**src/rtl/sched_pkg.sv**
```systemverilog
// Shared encodings and defaults for the multi-issue scheduler slice.
package sched_pkg;

  localparam int SCHED_CLASS_W      = 2;
  localparam int SCHED_DEF_REG_BITS = 6;

  typedef enum logic [SCHED_CLASS_W-1:0] {
    SCHED_CLASS_ALU    = 2'd0,
    SCHED_CLASS_ADVINT = 2'd1,
    SCHED_CLASS_MEM    = 2'd2,
    SCHED_CLASS_BRANCH = 2'd3
  } sched_class_e;

endpackage

```
**src/rtl/sched_scoreboard.sv**
```systemverilog
// Register busy scoreboard: write-back clears, two set ports that win over
// clears, four bypassed busy lookups and a registered busy-entry count.
module sched_scoreboard
  import sched_pkg::*;
#(
  parameter int REG_BITS = SCHED_DEF_REG_BITS,
  parameter int NUM_WB   = 2
) (
  input  logic                       clk,
  input  logic                       rst,
  input  logic [NUM_WB*REG_BITS-1:0] i_wbRn,
  input  logic [NUM_WB-1:0]          i_wbValid,
  input  logic                       i_set0En,
  input  logic [REG_BITS-1:0]        i_set0Rn,
  input  logic                       i_set1En,
  input  logic [REG_BITS-1:0]        i_set1Rn,
  input  logic [3:0][REG_BITS-1:0]   i_readRn,
  output logic [3:0]                 o_busyEff,
  output logic [REG_BITS:0]          o_busyCount
);

  localparam int NUM_REGS = 1 << REG_BITS;

  logic [NUM_REGS-1:0] r_busy;
  logic [NUM_REGS-1:0] w_wbHit;
  logic [NUM_REGS-1:0] w_busyNext;
  logic [REG_BITS:0]   w_countNext;
  logic [REG_BITS:0]   r_busyCount;

  always_comb begin
    w_wbHit = '0;
    for (int i = 0; i < NUM_WB; i++) begin
      if (i_wbValid[i]) begin
        w_wbHit[i_wbRn[i*REG_BITS +: REG_BITS]] = 1'b1;
      end
    end
  end

  // Sets are applied after clears so a register re-allocated in the same
  // cycle it finishes stays busy for the new producer.
  always_comb begin
    w_busyNext = r_busy & ~w_wbHit;
    if (i_set0En) begin
      w_busyNext[i_set0Rn] = 1'b1;
    end
    if (i_set1En) begin
      w_busyNext[i_set1Rn] = 1'b1;
    end
    w_busyNext[0] = 1'b0;
  end

  always_comb begin
    w_countNext = '0;
    for (int i = 0; i < NUM_REGS; i++) begin
      w_countNext = w_countNext + {{REG_BITS{1'b0}}, w_busyNext[i]};
    end
  end

  always_comb begin
    o_busyEff = '0;
    for (int p = 0; p < 4; p++) begin
      o_busyEff[p] = r_busy[i_readRn[p]] & ~w_wbHit[i_readRn[p]] &
                     (i_readRn[p] != '0);
    end
  end

  always_ff @(posedge clk) begin
    if (rst) begin
      r_busy      <= '0;
      r_busyCount <= '0;
    end else begin
      r_busy      <= w_busyNext;
      r_busyCount <= w_countNext;
    end
  end

  assign o_busyCount = r_busyCount;

endmodule

```
**src/rtl/schedule_multi.sv**
```systemverilog
// Multi-unit instruction scheduler with scoreboard hazard checks.
// Define SCHED_RR_EN for round-robin ALU selection (default: lowest free ALU).
module schedule_multi
  import sched_pkg::*;
#(
  parameter int REG_BITS      = SCHED_DEF_REG_BITS,
  parameter int NUM_ALU       = 2,
  parameter int NUM_WB        = 2,
  parameter int STARTUP_STALL = 2
) (
  input  logic                       clk,
  input  logic                       rst,
  input  logic                       in_valid,
  input  logic [SCHED_CLASS_W-1:0]   in_class,
  input  logic                       in_nodest,
  input  logic [REG_BITS-1:0]        r1_in_rn,
  input  logic [REG_BITS-1:0]        r2_in_rn,
  input  logic [REG_BITS-1:0]        rd_in_rn,
  input  logic [REG_BITS-1:0]        rd2_in_rn,
  output logic                       will_issue,
  input  logic [NUM_WB*REG_BITS-1:0] wb_rn,
  input  logic [NUM_WB-1:0]          wb_valid,
  input  logic                       flush,
  output logic [NUM_ALU-1:0]         alu_en,
  output logic                       advint_en,
  output logic                       memunit_en,
  output logic                       branch_en,
  input  logic [NUM_ALU-1:0]         alu_busy,
  input  logic                       advint_busy,
  input  logic                       memunit_busy,
  input  logic                       branch_busy,
  output logic [REG_BITS-1:0]        rd_out_rn,
  output logic [REG_BITS-1:0]        rd2_out_rn,
  output logic [REG_BITS:0]          busy_count
);

  sched_class_e             w_class;
  logic                     w_isAlu;
  logic                     w_isAdv;
  logic                     w_isMem;
  logic                     w_isBr;
  logic                     w_unitFree;
  logic                     w_hazard;
  logic                     w_startup;
  logic                     w_willIssue;
  logic [3:0]               w_busyEff;
  logic [3:0][REG_BITS-1:0] w_readRn;
  logic [NUM_ALU-1:0]       w_aluSel;
  logic [3:0]               r_startCnt;
  logic [NUM_ALU-1:0]       r_aluEn;
  logic                     r_advEn;
  logic                     r_memEn;
  logic                     r_brEn;
  logic [REG_BITS-1:0]      r_rdOut;
  logic [REG_BITS-1:0]      r_rd2Out;

  assign w_class = sched_class_e'(in_class);
  assign w_isAlu = (w_class == SCHED_CLASS_ALU);
  assign w_isAdv = (w_class == SCHED_CLASS_ADVINT);
  assign w_isMem = (w_class == SCHED_CLASS_MEM);
  assign w_isBr  = (w_class == SCHED_CLASS_BRANCH);

  assign w_readRn[0] = r1_in_rn;
  assign w_readRn[1] = r2_in_rn;
  assign w_readRn[2] = rd_in_rn;
  assign w_readRn[3] = rd2_in_rn;

  sched_scoreboard #(
    .REG_BITS (REG_BITS),
    .NUM_WB   (NUM_WB)
  ) u_scoreboard (
    .clk         (clk),
    .rst         (rst),
    .i_wbRn      (wb_rn),
    .i_wbValid   (wb_valid),
    .i_set0En    (w_willIssue & ~in_nodest & (rd_in_rn != '0)),
    .i_set0Rn    (rd_in_rn),
    .i_set1En    (w_willIssue & w_isAdv & (rd2_in_rn != '0)),
    .i_set1Rn    (rd2_in_rn),
    .i_readRn    (w_readRn),
    .o_busyEff   (w_busyEff),
    .o_busyCount (busy_count)
  );

  assign w_hazard = w_busyEff[0] | w_busyEff[1] | w_busyEff[2] |
                    (w_isAdv & w_busyEff[3]);

  assign w_unitFree = (w_isAlu & ~(&alu_busy)) |
                      (w_isAdv & ~advint_busy) |
                      (w_isMem & ~memunit_busy) |
                      (w_isBr  & ~branch_busy);

  assign w_startup   = (r_startCnt != 4'd0);
  assign w_willIssue = in_valid & ~flush & ~w_startup & ~w_hazard & w_unitFree;
  assign will_issue  = w_willIssue;

`ifdef SCHED_RR_EN
  localparam int PTR_W = (NUM_ALU > 1) ? $clog2(NUM_ALU) : 1;

  logic [PTR_W-1:0] r_rrPtr;
  logic [PTR_W-1:0] w_rrPtrNext;
  logic             w_found;
  int               w_rrIdx;

  // r_rrPtr holds the index where the next search begins, i.e. one past
  // the ALU that issued last.
  always_comb begin
    w_aluSel    = '0;
    w_found     = 1'b0;
    w_rrIdx     = 0;
    w_rrPtrNext = r_rrPtr;
    for (int k = 0; k < NUM_ALU; k++) begin
      w_rrIdx = (int'(r_rrPtr) + k) % NUM_ALU;
      if (!w_found && !alu_busy[w_rrIdx]) begin
        w_found           = 1'b1;
        w_aluSel[w_rrIdx] = 1'b1;
        w_rrPtrNext       = PTR_W'((w_rrIdx + 1) % NUM_ALU);
      end
    end
  end

  always_ff @(posedge clk) begin
    if (rst) begin
      r_rrPtr <= '0;
    end else if (w_willIssue && w_isAlu) begin
      r_rrPtr <= w_rrPtrNext;
    end
  end
`else
  always_comb begin
    w_aluSel = '0;
    for (int k = NUM_ALU - 1; k >= 0; k--) begin
      if (!alu_busy[k]) begin
        w_aluSel    = '0;
        w_aluSel[k] = 1'b1;
      end
    end
  end
`endif

  always_ff @(posedge clk) begin
    if (rst) begin
      r_startCnt <= 4'(STARTUP_STALL);
    end else if (w_startup) begin
      r_startCnt <= r_startCnt - 4'd1;
    end
  end

  // Enables and destinations are single-cycle pulses; anything not issued
  // this cycle drops back to zero.
  always_ff @(posedge clk) begin
    if (rst) begin
      r_aluEn  <= '0;
      r_advEn  <= 1'b0;
      r_memEn  <= 1'b0;
      r_brEn   <= 1'b0;
      r_rdOut  <= '0;
      r_rd2Out <= '0;
    end else begin
      r_aluEn  <= (w_willIssue && w_isAlu) ? w_aluSel : '0;
      r_advEn  <= w_willIssue & w_isAdv;
      r_memEn  <= w_willIssue & w_isMem;
      r_brEn   <= w_willIssue & w_isBr;
      r_rdOut  <= w_willIssue ? rd_in_rn : '0;
      r_rd2Out <= (w_willIssue && w_isAdv) ? rd2_in_rn : '0;
    end
  end

  assign alu_en     = r_aluEn;
  assign advint_en  = r_advEn;
  assign memunit_en = r_memEn;
  assign branch_en  = r_brEn;
  assign rd_out_rn  = r_rdOut;
  assign rd2_out_rn = r_rd2Out;

endmodule

```
**config.mk**
```make
export PLATFORM = sky130hd
export DESIGN_NAME = schedule_multi
export DESIGN_NICKNAME = d
export VERILOG_FILES = /design/src/rtl/sched_pkg.sv /design/src/rtl/sched_scoreboard.sv /design/src/rtl/schedule_multi.sv
export SDC_FILE = /design/constraint.sdc
export NUM_CORES = 1
export LEC_CHECK = 0
export ABC_AREA = 1
export ABC_CLOCK_PERIOD_IN_PS = 13400
export BUFFER_PORTS_ARGS = -buffer_cell sky130_fd_sc_hd__buf_2
export CORE_MARGIN = 8
export CORE_UTILIZATION = 40
export DETAILED_ROUTE_END_ITERATION = 8
export HOLD_SLACK_MARGIN = 0.08
export PLACE_DENSITY = 0.62
export SYNTH_ARGS = -nofsm -noshare
export SYNTH_HDL_FRONTEND = slang
export SYNTH_SLANG_ARGS = --single-unit
```
**constraint.sdc**
```tcl
create_clock -name clk -period 13.4 [get_ports clk]
set_input_delay 2.68 -clock clk [delete_from_list [all_inputs] [get_ports clk]]
set_output_delay 2.68 -clock clk [all_outputs]
set_load 0.01 [all_outputs]
```
==> metrics.md <==
| Metric | Value |
|---|---|
| Worst hold-check slack | `0.501 ns` |
| Number of maximum-capacitance constraint violations | `0` |
| Power dissipated by switching net loads | `0.303 mW` |
| Cell internal power dissipation | `about 0.46 mW` |
| Worst-case setup margin in the final layout | `1.36 ns` |
| Most used flip-flop cell after synthesis | `sky130_fd_sc_hd__dfxtp_1` |
| Final std cells w/o fill | `2,694` |
| Largest area contributor in the synthesized netlist | `sky130_fd_sc_hd__nand2_1` |
| Post-synthesis instance total | `2,272` |
| Detailed Routing Iterations Pass 1 | `6` |
| Number of flops mapped to enable cells by yosys | `0` |
| Gp weighted congestion | `1.12` |
| Worst voltage drop across the vdd grid | `slightly below 0.06 mV` |
| Standard cell core area | `30,300 sq um` |
| Startpoint type of the worst setup path | `primary input` |
| Warning count from the yosys run | `0` |
| LEAKAGE | `7.01 nW` |
| Average via count per standard cell | `roughly 6.0` |
| Pwr per Cell Area | `58.0 nW/um^2` |
| Number of remaining DRC errors | `0` |
| Slowest stage cell on the critical path | `sky130_fd_sc_hd__nand3_1` |
| Met2 Track Usage GR | `a little under three fifths` |
| Element type at the critical path end | `register` |
| Arrival time worst endpoint | `12.25 ns` |
| Power share of the sequential group | `36.7%` |
| Wire length of the first global-routing pass | `slightly above 100,000 um` |
| Top cell by count, worst path | `sky130_fd_sc_hd__fa_1` |
| Sequential area share after synthesis | `between 10% and 20%` |
| CTS max path bufs | `2` |
| Fraction of final layout cells with drive strength greater than 1 | `7.23%` |
| Die H | `191 um` |
| Final Hold Fails | `0` |
| Portion of the clock cycle consumed by the worst path in the final layout | `roughly nine tenths` |
| Proportion of power drawn by combinational gates | `29.3%` |
| Final worst clock skew | `between 0.015 and 0.02 ns` |
| Async SR Flop Fraction | `0%` |
| R2r worst-path depth | `41` |
| Post-cts repair resize count | `0` |
| RSZ-0062 raised after global routing | `false` |
| Count of H-tree levels built during CTS | `3` |
| Slew headroom | `25.2%` |
| Register clock-pin slew on the reported worst setup and hold paths | `0.08 ns` |
| Cell depth of the worst min-delay path | `1` |
| Switching share of total power | `39.8%` |
| Required time reported for the critical path endpoint | `13.62 ns` |
| Vias after detailed routing | `roughly 16,000` |
| Synthesized cell area | `12,200 sq um` |
| Maximum achievable frequency | `around 83 MHz` |
| Number of failing setup endpoints in the final timing report | `0` |
| Total die area | `approximately 36,000 sq um` |
| Final-stage net count | `2,414` |
| End point of the most critical hold path | `r_startCnt[0]` |
| Initial antenna violation count | `2` |
| Detailed Place HPWL | `55,400 um` |
| Total count of max-transition violations in the final report | `0` |
| Tot GR Track Use | `39.1%` |
| Crit. path cell count | `40` |
| Number of placement rows | `64` |
| Total Power Consumption | `approximately 0.76 mW` |
| Initial standard-cell utilization of the core | `40.3%` |
| Largest net degree at the start of global routing | `56` |
| Leading cell types in the layout, fill and taps excluded | `sky130_fd_sc_hd__nand2_1, sky130_fd_sc_hd__nor2_1, sky130_fd_sc_hd__inv_1, sky130_fd_sc_hd__nand3_1, sky130_fd_sc_hd__o21ai_0` |
| Setup Crit Path Kind | `primary input to register` |
| M3 GR Usage | `13.5%` |
| Start point of the worst min-delay path | `r_startCnt[0]` |
| Total I/O pin count | `75` |
| Status | `finished, final reports clean` |
| Worst setup slack before clock tree synthesis | `1.30 ns` |
| TritonCTS buffer count | `9` |
| Actual slew at the worst max-slew pin | `~1.1 ns` |
| Final antenna-violating net count | `0` |
| Post-synthesis area per instance | `5.36 sq um` |
| Number of fill cells in the layout | `about 3,500` |
| Delay-heaviest family, CP | `adder cells` |
| Clock Latency Late Sink | `0.38 ns` |
| Leading cell type in the layout, fill and taps excluded | `sky130_fd_sc_hd__nand2_1` |
| Kind of path behind the tightest hold check | `register to register` |
| Syn nets | `2,394` |
| Seq cells post-synth | `91` |
| Setup slack on the worst flop-to-flop path | `4.40 ns` |
| Clk root buf | `sky130_fd_sc_hd__clkbuf_16` |
| GRT busiest layer | `met2` |
| Clk sink count | `just over 90` |
| Slowest cell delay on critical path | `0.71 ns` |
| Avg WL per Cell | `26.9 um` |
| Clock power frac | `34.0%` |
| Largest fanout on the critical path | `11` |
| Buffers plus inverters on the worst setup path | `11` |
| Post-layout min period | `~12 ns` |
| Number of library cell types mapped by synthesis | `40` |
| Met1 Usage GRT | `48.5%` |
| GRT Residual Overflow | `0` |
| Number of global-route vias before repair | `15,100` |
| Start of the worst register-to-register path | `u_scoreboard.r_busy[33]` |
| Setup TNS Final | `0 ns` |
| Top cell type's share of synthesized area | `25.8%` |
| Area growth syn-to-layout | `7.93%` |
| Die width | `191 um` |
| Detailed router's first-iteration violation count | `approximately 2,200` |
| Number of setup buffers added after CTS | `0` |
| Number of placed cells counting well taps | `2,677` |
| Critical register-to-register path endpoint | `u_scoreboard.o_busyCount[6]` |
| Clock tree from TritonCTS | `done` |
| Post-Route WL | `between 70,000 and 80,000 um` |
| Post-CTS Hold Fix Bufs | `0` |
| # port buffers | `74` |
| Leading post-synthesis cells by cell area | `sky130_fd_sc_hd__nand2_1, sky130_fd_sc_hd__dfxtp_1, sky130_fd_sc_hd__nor2_1, sky130_fd_sc_hd__fa_1, sky130_fd_sc_hd__inv_1` |
cell usage after synthesis (19+ instances only):
master / count
sky130_fd_sc_hd__a21oi_1: 64
sky130_fd_sc_hd__buf_2: 26
sky130_fd_sc_hd__o211ai_1: 45
sky130_fd_sc_hd__fa_1: 53
sky130_fd_sc_hd__clkbuf_1: 46
sky130_fd_sc_hd__nand3_1: 129
sky130_fd_sc_hd__nor2_1: 376
sky130_fd_sc_hd__buf_1: 20
sky130_fd_sc_hd__ha_1: 19
sky130_fd_sc_hd__nand4_1: 91
sky130_fd_sc_hd__nand2_1: 838
sky130_fd_sc_hd__inv_1: 256
sky130_fd_sc_hd__o21ai_0: 94
sky130_fd_sc_hd__dfxtp_1: 91
kinds of logic after synthesis:
group,share of synthesized area [%]
AOI/OAI and AO/OA,12.2
xor gates and xnor gates,0.144
adders and majority gates,10.7
buffers and inverters,12.1
DFF,15.0
and+or+nand+nor,50.0
routing by layer:
metal / part of all wire, % / wire, um
met5: 0.041 / 30
met4: 8.4 / 6050
met3: 15 / 10500
met2: 40 / 29200
met1: 37 / 26600
worst max path at each step:
stage | slack, ns | end | from
CTS | 1.61 | u_scoreboard.o_busyCount[5] | rd_in_rn[2]
global route | 1.04 | u_scoreboard.o_busyCount[5] | r2_in_rn[1]
detailed placement | 1.30 | u_scoreboard.o_busyCount[5] | rd_in_rn[2]
finish | 1.36 | u_scoreboard.o_busyCount[6] | rd_in_rn[2]
global placement | 1.32 | u_scoreboard.o_busyCount[5] | rd_in_rn[2]
floorplan | 3.10 | u_scoreboard.o_busyCount[6] | r1_in_rn[1]
registers in the layout, summed over array words and instances, names as in the netlist:
name,cells
rd_out_rn,6
memunit_en,1
u_scoreboard.r_busy,63
rd2_out_rn,6
r_startCnt,4
alu_en,2
branch_en,1
u_scoreboard.o_busyCount,7
advint_en,1
layout make-up:
class / count / area (sq um) / share of cell area [%]
multi-input cells: 1804 / 8890 / 67.6
flip-flops and latches: 91 / 1820 / 13.9
inverters: 279 / 1050 / 7.96
repair buffers: 107 / 618 / 4.70
well taps: 396 / 495 / 3.77
clock buffers: 10 / 229 / 1.74
clock inverters: 6 / 47.5 / 0.362
diodes: 1 / 2.50 / 0.0190
power by group through the flow:
stage | logic [mW] | registers (mW) | clock network, mW
after global placement | 0.212 | 0.285 | 0
after CTS | 0.214 | 0.279 | 0.261
after global routing | 0.238 | 0.280 | 0.268
after detailed placement | 0.213 | 0.286 | 0
after floorplan | 0.142 | 0.285 | 0
final | 0.224 | 0.279 | 0.259
through the flow:
stage	util (%)	cell area, sq um
after CTS	43.4	13100
after detailed placement	42.5	12900
after global routing	43.4	13100
after floorplan	-	12200
after global placement	42.5	12900
final	43.4	13200
worst register-to-register path, delay by kind of cell (launching register included):
kind            cells  cell delay (ns)
fa+ha+maj          11             5.02
flops               1             0.62
buf+inv             9             0.86
simple gates       17             1.83
compound gates      4             0.52
Power figures use the tool's default switching activity.
